<file path="config.mk">
export PLATFORM = sky130hd
export DESIGN_NAME = butterfly_mac_driver
export DESIGN_NICKNAME = d
export VERILOG_FILES = /design/src/rtl/fft_pkg.sv /design/src/rtl/q15_mult.sv /design/src/rtl/butterfly_mac_driver.sv
export SDC_FILE = /design/constraint.sdc
export NUM_CORES = 1
export LEC_CHECK = 0
export ABC_AREA = 1
export CAP_MARGIN = 0
export CORE_MARGIN = 1
export CORE_UTILIZATION = 56
export DETAILED_ROUTE_END_ITERATION = 7
export GPL_ROUTABILITY_DRIVEN = 0
export GPL_TIMING_DRIVEN = 0
export PLACE_DENSITY = 0.75
export SYNTH_ARGS = -nofsm -noshare
export SYNTH_HDL_FRONTEND = slang
export SYNTH_SLANG_ARGS = --single-unit
</file>
<file path="constraint.sdc">
create_clock -name clk_MAC -period 8.15 [get_ports clk_MAC]
set_input_delay 1.63 -clock clk_MAC [delete_from_list [all_inputs] [get_ports clk_MAC]]
set_output_delay 1.63 -clock clk_MAC [all_outputs]
set_load 0.005 [all_outputs]
</file>
<file path="src/rtl/fft_pkg.sv">
// Shared widths, FSM encoding and saturation helper
// for the radix-2 butterfly MAC driver.
package fft_pkg;

  localparam int DATA_W = 16;
  localparam int FRAC_W = 15;
  localparam int PROD_W = 2 * DATA_W;
  localparam int ACC_W  = PROD_W + 1;

  localparam logic signed [ACC_W-1:0] SAT_MAX = 33'sd32767;
  localparam logic signed [ACC_W-1:0] SAT_MIN = -33'sd32768;

  typedef enum logic [2:0] {
    IDLE   = 3'd0,
    MUL_RR = 3'd1,
    LOAD_R = 3'd2,
    MUL_RI = 3'd3,
    LOAD_I = 3'd4,
    FIN    = 3'd5
  } state_e;

  typedef struct packed {
    logic signed [DATA_W-1:0] a_r;
    logic signed [DATA_W-1:0] a_i;
    logic signed [DATA_W-1:0] b_r;
    logic signed [DATA_W-1:0] b_i;
    logic signed [DATA_W-1:0] w_r;
    logic signed [DATA_W-1:0] w_i;
  } bfly_op_t;

  function automatic logic signed [DATA_W-1:0] sat16(
    input logic signed [ACC_W-1:0] v
  );
    if (v > SAT_MAX) begin
      sat16 = 16'sh7FFF;
    end else if (v < SAT_MIN) begin
      sat16 = 16'sh8000;
    end else begin
      sat16 = v[DATA_W-1:0];
    end
  endfunction

endpackage

</file>
<file path="src/rtl/q15_mult.sv">
// Signed 16x16 -> 32 multiplier shared by every
// product the butterfly needs.
module q15_mult
  import fft_pkg::*;
(
  input  logic signed [DATA_W-1:0] a_i,
  input  logic signed [DATA_W-1:0] b_i,
  output logic signed [PROD_W-1:0] p_o
);

  assign p_o = a_i * b_i;

endmodule

</file>
<file path="src/rtl/butterfly_mac_driver.sv">
// Sequences one butterfly into the external accumulator:
// real load, imag load, then a clear/done strobe.
module butterfly_mac_driver
  import fft_pkg::*;
(
  input  logic                     clk_MAC,
  input  logic                     rst,
  input  logic                     start,
  input  logic signed [DATA_W-1:0] A_R,
  input  logic signed [DATA_W-1:0] A_I,
  input  logic signed [DATA_W-1:0] B_R,
  input  logic signed [DATA_W-1:0] B_I,
  input  logic signed [DATA_W-1:0] W_R,
  input  logic signed [DATA_W-1:0] W_I,
  output logic signed [DATA_W-1:0] in_A,
  output logic signed [DATA_W-1:0] in_BW,
  output logic                     Ld_R,
  output logic                     Ld_I,
  output logic                     rst_signal,
  output logic                     busy,
  output logic                     done
);

  state_e                   state_q;
  bfly_op_t                 op_q;
  logic signed [ACC_W-1:0]  acc_q;
  logic signed [DATA_W-1:0] in_a_q;
  logic signed [DATA_W-1:0] in_bw_q;
  logic                     ld_r_q;
  logic                     ld_i_q;
  logic                     clr_q;
  logic                     busy_q;
  logic                     done_q;

  logic signed [DATA_W-1:0] m_a;
  logic signed [DATA_W-1:0] m_b;
  logic signed [PROD_W-1:0] prod;
  logic signed [ACC_W-1:0]  prod_x;
  logic signed [ACC_W-1:0]  sum_re;
  logic signed [ACC_W-1:0]  sum_im;
  logic                     accept;

  always_comb begin
    m_a = '0;
    m_b = '0;
    unique case (state_q)
      MUL_RR: begin
        m_a = op_q.b_r;
        m_b = op_q.w_r;
      end
      LOAD_R: begin
        m_a = op_q.b_i;
        m_b = op_q.w_i;
      end
      MUL_RI: begin
        m_a = op_q.b_r;
        m_b = op_q.w_i;
      end
      LOAD_I: begin
        m_a = op_q.b_i;
        m_b = op_q.w_r;
      end
      default: ;
    endcase
  end

  q15_mult u_mult (
    .a_i (m_a),
    .b_i (m_b),
    .p_o (prod)
  );

  assign prod_x = {prod[PROD_W-1], prod};
  assign sum_re = acc_q - prod_x;
  assign sum_im = acc_q + prod_x;

  // Busy stays up through the done cycle, which is spent in IDLE.
  assign accept = start && !busy_q && (state_q == IDLE);

  always_ff @(posedge clk_MAC) begin
    if (!rst) begin
      state_q <= IDLE;
      op_q    <= '0;
      acc_q   <= '0;
      in_a_q  <= '0;
      in_bw_q <= '0;
      ld_r_q  <= 1'b0;
      ld_i_q  <= 1'b0;
      clr_q   <= 1'b0;
      busy_q  <= 1'b0;
      done_q  <= 1'b0;
    end else begin
      in_a_q  <= '0;
      in_bw_q <= '0;
      ld_r_q  <= 1'b0;
      ld_i_q  <= 1'b0;
      clr_q   <= 1'b0;
      done_q  <= 1'b0;
      busy_q  <= accept || (state_q != IDLE);
      unique case (state_q)
        IDLE: begin
          if (accept) begin
            op_q    <= '{A_R, A_I, B_R, B_I, W_R, W_I};
            state_q <= MUL_RR;
          end
        end
        MUL_RR: begin
          acc_q   <= prod_x;
          state_q <= LOAD_R;
        end
        LOAD_R: begin
          in_bw_q <= sat16(sum_re >>> FRAC_W);
          in_a_q  <= op_q.a_r;
          ld_r_q  <= 1'b1;
          state_q <= MUL_RI;
        end
        MUL_RI: begin
          acc_q   <= prod_x;
          state_q <= LOAD_I;
        end
        LOAD_I: begin
          in_bw_q <= sat16(sum_im >>> FRAC_W);
          in_a_q  <= op_q.a_i;
          ld_i_q  <= 1'b1;
          state_q <= FIN;
        end
        FIN: begin
          done_q  <= 1'b1;
          clr_q   <= 1'b1;
          state_q <= IDLE;
        end
        default: state_q <= IDLE;
      endcase
    end
  end

  assign in_A       = in_a_q;
  assign in_BW      = in_bw_q;
  assign Ld_R       = ld_r_q;
  assign Ld_I       = ld_i_q;
  assign rst_signal = clr_q;
  assign busy       = busy_q;
  assign done       = done_q;

endmodule

</file>
# == Word-level counts from Yosys, hierarchy flattened ==
# Index checks and enable logic that the tools add are counted.
# W data, S select, Z words.
# totals
reg_bits,167
inputBits,99
out_inout_bits,37
elab_cells,51
# classes
n_addsub,2
mul,1
order_cmp,4
eq_ne,6
muxes,13
n_reduce_logical,11
# op_table
op,n
$pmux W16 S2,4
$mux W16,4
$gt A18 B16 Y1 const B,2
$lt A18 B16 Y1 const B,2
$add A32 B32 Y33,1
$sub A32 B32 Y33,1
$mul A16 B16 Y32,1
$pmux W3 S5,1
$reduce_or A2 Y1,4
$eq A3 B2 Y1 const B,2
$eq A3 B3 Y1 const B,2
$eq A3 B1 Y1 const B,1
$logic_not A3 Y1,1
$mux W1,3
$mux W3,1
$reduce_bool A3 Y1,1
$logic_and A1 B1 Y1,2
$ne A2 B2 Y1 const B,1
$reduce_and A2 Y1,1
$logic_not A1 Y1,1
$logic_or A1 B1 Y1,1

# == Longest topological paths before layout ==
# logic_depth
depth_word,9
mapped_depth,51
ltp_nobuf,47

# == Cells and area by module ==
# From an unflattened synthesis, not the netlist that was laid out.
# unflattened
cells_unflattened,3035
area_unflattened_um2,20993.9
# modules_own_cells
mod,n_inst,cells_per_inst,area_each_um2,seq_area_each_um2
q15_mult,1,1420,10726.5,0.0
butterfly_mac_driver,1,1615,10267.3,3343.2

# == Worst setup path after synthesis ==
# No wires, ideal clock.
# synth_timing
path_kind,register to register
from,reg state_q[0]
to,"reg in_bw_q[6], in the netlist in_BW[6]"
setup_time_ns,0.113
arrival_ns,8.164
required_ns,8.037
slack_ns,-0.127
path_stages_with_launch,47
n_path_buf,4
synth_period_minus_slack_ns,8.277
path_cell_list,dfxtp_1 -> nor2_2 -> nand2_2 -> nand2_4 -> clkbuf_1 -> a22o_1 -> clkbuf_1 -> nand2_1 -> fa_1 -> inv_1 -> fa_1 -> inv_1 -> fa_1 -> inv_1 -> fa_1 -> fa_1 -> inv_1 -> fa_1 -> (+11 left out) -> nor2_1 -> inv_1 -> nor2_1 -> inv_1 -> nor2_1 -> and3_1 -> nand2_1 -> nand2_1 -> nand2_1 -> nand3_1 -> nand2_2 -> nand2_1 -> nand3_2 -> buf_6 -> nand2_1 -> nand2_1 -> nand2_1 -> nand2_1
# synth_between
elab_chain_len,9
word_cells_on_any_way,22
cone_classes,add/sub: 2; mul: 1; order compare: 4; eq/ne: 4; mux: 7; reduce/logical: 4
# synth_rtl
element,line,source
"start, declared",butterfly_mac_driver.sv:24,state_e state_q;
"start signal, assigned",butterfly_mac_driver.sv:82,state_q <= IDLE;
"start signal, assigned",butterfly_mac_driver.sv:104,state_q <= MUL_RR;
"start signal, assigned",butterfly_mac_driver.sv:109,state_q <= LOAD_R;
"$eq A3 B3 Y1, or another cell as far along",butterfly_mac_driver.sv:46,unique case (state_q)
$reduce_or A2 Y1 (no line),n/a,
$pmux W16 S2,butterfly_mac_driver.sv:46,
$mul A16 B16 Y32 *,q15_mult.sv:11,assign p_o = a_i * b_i;
via prod[19],butterfly_mac_driver.sv:37,logic signed [PROD_W-1:0] prod;
$add A32 B32 Y33 / $sub A32 B32 Y33 (equally long branches),"butterfly_mac_driver.sv:75, butterfly_mac_driver.sv:74",
$lt A18 B16 Y1,fft_pkg.sv:36,end else if (v < SAT_MIN) begin
$mux W16,fft_pkg.sv:36,
$mux W16,fft_pkg.sv:34,if (v > SAT_MAX) begin
$pmux W16 S2 *,butterfly_mac_driver.sv:100,unique case (state_q)
"end signal, assigned",butterfly_mac_driver.sv:112,in_bw_q <= sat16(sum_re >>> FRAC_W);
"end signal, assigned",butterfly_mac_driver.sv:122,in_bw_q <= sat16(sum_im >>> FRAC_W);
"end, declared",butterfly_mac_driver.sv:28,logic signed [DATA_W-1:0] in_bw_q;
# The timed path passes the listed nets; every way through them passes the cells marked *.
# A chain may end at the register's enable or synchronous reset.

# == Worst setup path after layout ==
# layout_timing
from,reg state_q[2]
to,"reg in_bw_q[13], in the netlist in_BW[13]"
# The elaborated chain is that of the path after synthesis.

==> metrics.md <==
| Metric | Value |
|---|---|
| Starting Density | `between 50% and 60%` |
| Register area share after synthesis | `16.78%` |
| Yosys cell types | `46` |
| Wire per inst | `19.10 um` |
| Via count | `between 15000 and 20000` |
| Slowest cell on the critical path | `fa_2` |
| Vias in the first global route | `slightly below 20000` |
| Max H-tree Level | `4` |
| Crit share post-route | `106.4%` |
| CP max stage delay | `around 0.7 ns` |
| Yosys warns | `0` |
| CP Class | `reg -> reg` |
| Async set-or-reset flop fraction in the synthesized netlist | `0%` |
| CTS Sinks | `167` |
| CTS clock-pin slew for the worst setup and hold paths | `~0.080 ns` |
| CORE AREA | `0.03480 mm2` |
| Final Worst Setup Slack | `-0.5179 ns` |
| Synth top area share | `26.32%` |
| Final nets | `between 3000 and 4000` |
| Max-cap violations | `0` |
| DRT iter0 DRCs | `1730` |
| Cts hold-fix bufs | `0` |
| Pwr/cell area | `356.7 mW/mm2` |
| Initial DRT Pass Iterations | `8` |
| Place WS | `-2.103 ns` |
| FILL cells | `2404` |
| Worst-Margin Slew | `1.167 ns` |
| Startpoint Class | `register` |
| Prevailing post-synth register cell | `dfxtp_1` |
| Setup_tns | `-6.807 ns` |
| # rows | `68` |
| Share of cells above drive strength 1 | `17.59%` |
| Final total power | `9.174 mW` |
| Synth Net Count | `~3200` |
| Mapped cell area | `about 0.02 mm2` |
| Antenna viol nets, final | `0` |
| Static Leak | `13.70 nW` |
| Slew Limit Fails | `0` |
| Synth area leaders | `fa_1 (26%), dfxtp_1 (17%), inv_1 (13%)` |
| Die Y | `190.6 um` |
| Peak VDD IR | `0.9906 mV` |
| Most frequent CP cell | `nand2_4` |
| EDFF count, synth | `0` |
| Dominant cell type by area after synthesis | `fa_1` |
| GRT Util Overall | `~34%` |
| Violated checks | `DRC, setup timing` |
| Worst R2R Start | `state_q[2]` |
| CTS Root Cell | `clkbuf_16` |
| Clock latency on the worst-skew pair | `0.48 ns` |
| Largest net degree at the start of global routing | `19` |
| Die ar. | `0.03634 mm2` |
| DP HPWL | `45.25 mm` |
| Worst-path fanout max | `7` |
| Hold path startpoint | `op_q[91]` |
| CTS tree | `done` |
| Clk_skew | `about 0.018 ns` |
| Slew headroom | `21.89%` |
| Crit end category | `register` |
| Fmax | `between 100 and 150 MHz` |
| Via-to-Cell Ratio | `5.654` |
| RSZ-0062 raised after global routing | `true` |
| Worst hold path class | `reg -> reg` |
| GRT overflow | `0` |
| Clock tree buffer depth | `2` |
| Tmin final | `roughly 8.7 ns` |
| Worst EP arrival | `9.07 ns` |
| Count of final setup violators | `16` |
| Cell count after synthesis | `2731` |
| Flops & latches, synth | `167` |
| Drt total wl | `roughly 67 mm` |
| Synth-to-layout area growth | `29.09%` |
| Avg Inst Size Synth | `7.296 um2` |
| First-pass GRT wire length | `97.28 mm` |
| Chip width | `around 190 um` |
| Status | `finished, violations left` |
| Io pins | `136` |
| Placed cell count | `~3300` |
| Fin cells | `~3500` |
| DRC Markers | `3` |
| Worst Setup SP | `state_q[2]` |
| Critical Path RT | `about 8.6 ns` |
| Initial antenna violation count | `1` |
| CTS Buf Count | `17` |
| Final Hold Viols | `0` |
| Port Buffer Count | `135` |
worst max-delay path, delay by kind of cell, from the launching register on:
family	cells	cell delay, ns
AOI/OAI and AO/OA	4	0.80
xor gates and xnor gates	1	0.23
adders and majority gates	8	3.68
buffers and inverters	11	1.13
DFF	1	0.38
and+or+nand+nor	21	2.34
cell usage in the layout, fill, tap and decap left out, drive strengths merged, types with 25 or more instances in the layout:
cell type / Yosys / final
inv: 676 / 680
nand2: 581 / 581
fa: 262 / 262
nor2: 233 / 233
buf: 12 / 181
dfxtp: 167 / 167
o21ai: 163 / 163
a21oi: 154 / 154
ha: 145 / 145
clkdlybuf4s50: 0 / 135
clkbuf: 89 / 86
xor2: 44 / 44
nand3: 39 / 39
o211ai: 25 / 25
a22o: 25 / 25
flip-flops by register name, indices dropped and copies added, names as in the netlist:
| signal | cells |
|---|---|
| Ld_R | 1 |
| done | 1 |
| in_A | 16 |
| state_q | 3 |
| op_q | 96 |
| Ld_I | 1 |
| busy | 1 |
| acc_q | 32 |
| in_BW | 16 |
layer usage:
layer  vias up  global-route usage, %  part of all wire, %
li1       8826                      -                    -
met1      9302                  40.41                   36
met2      1270                  58.74                   46
met3       414                  6.294                   10
met4         0                  20.06                  7.9
met5         -                      0                    0
metrics by stage:
| step | instance area (um2) | hold WS, ns | utilization, % |
|---|---|---|---|
| 2_1_floorplan | 19940 | 0.4297 | - |
| 3_3_place_gp | 21860 | 0.4407 | 62.81 |
| 3_5_place_dp | 21860 | 0.4483 | 62.81 |
| 4_1_cts | 24500 | 0.4595 | 70.40 |
| 5_1_grt | 25720 | 0.4726 | 73.90 |
| 6_report | 25720 | 0.4585 | 73.91 |
final timing paths:
kind,end,slack [ns],cells past startpoint
setup reg to reg,in_BW[13],-0.52,45
hold / removal,op_q[91],0.46,2
setup / recovery,in_BW[13],-0.52,45
hold reg to reg,op_q[91],0.46,2
cell usage after synthesis (all sizes together), types with 4 or more instances:
cell type / count
a21oi: 154
nor4: 10
o21bai: 10
xor2: 44
nand2: 581
fa: 262
buf: 12
o21ai: 163
a22oi: 4
inv: 676
a22o: 25
ha: 145
nand3: 39
nor3: 13
clkbuf: 89
a21o: 11
dfxtp: 167
o211ai: 25
a31oi: 9
or2: 4
o22ai: 17
nor2: 233
xnor2: 14
cell type report:
cell class,instances,area [um2],area share [%]
diodes,2,5.005,0.01946
plain buffers,89,810.8,3.152
clock buffers,18,439.2,1.707
clock inverters,14,178.9,0.6956
inverters,677,2559,9.948
multi-input cells,1786,15060,58.56
flip-flops and latches,167,3354,13.04
well taps,455,569.3,2.213
repair buffers,295,2736,10.64
repair inverters,1,5.005,0.01946
what timing repair did:
item,4_1_cts,5_1_grt
endpoints found under the hold margin,0,0
pin swaps,81,117
endpoints found under the setup margin,18,16
gates resized for setup,317,197
cloned,8,5
buffers inserted,83,67
cell families after synthesis:
| kind of cell | synth area share (%) |
|---|---|
| simple gates | 17.95 |
| buf+inv | 14.85 |
| compound gates | 12.44 |
| fa+ha+maj | 35.43 |
| flops | 16.78 |
| xor+xnor | 2.549 |
report_power, final:
part	total [mW]	leakage, nW	internal (mW)	switching, mW
clock	0.862	0.295	0.448	0.414
combinational	7.07	12.0	2.82	4.25
sequential	1.24	1.37	1.06	0.181
total	9.17	13.7	4.33	4.84
(Power assumes the default switching activity.)
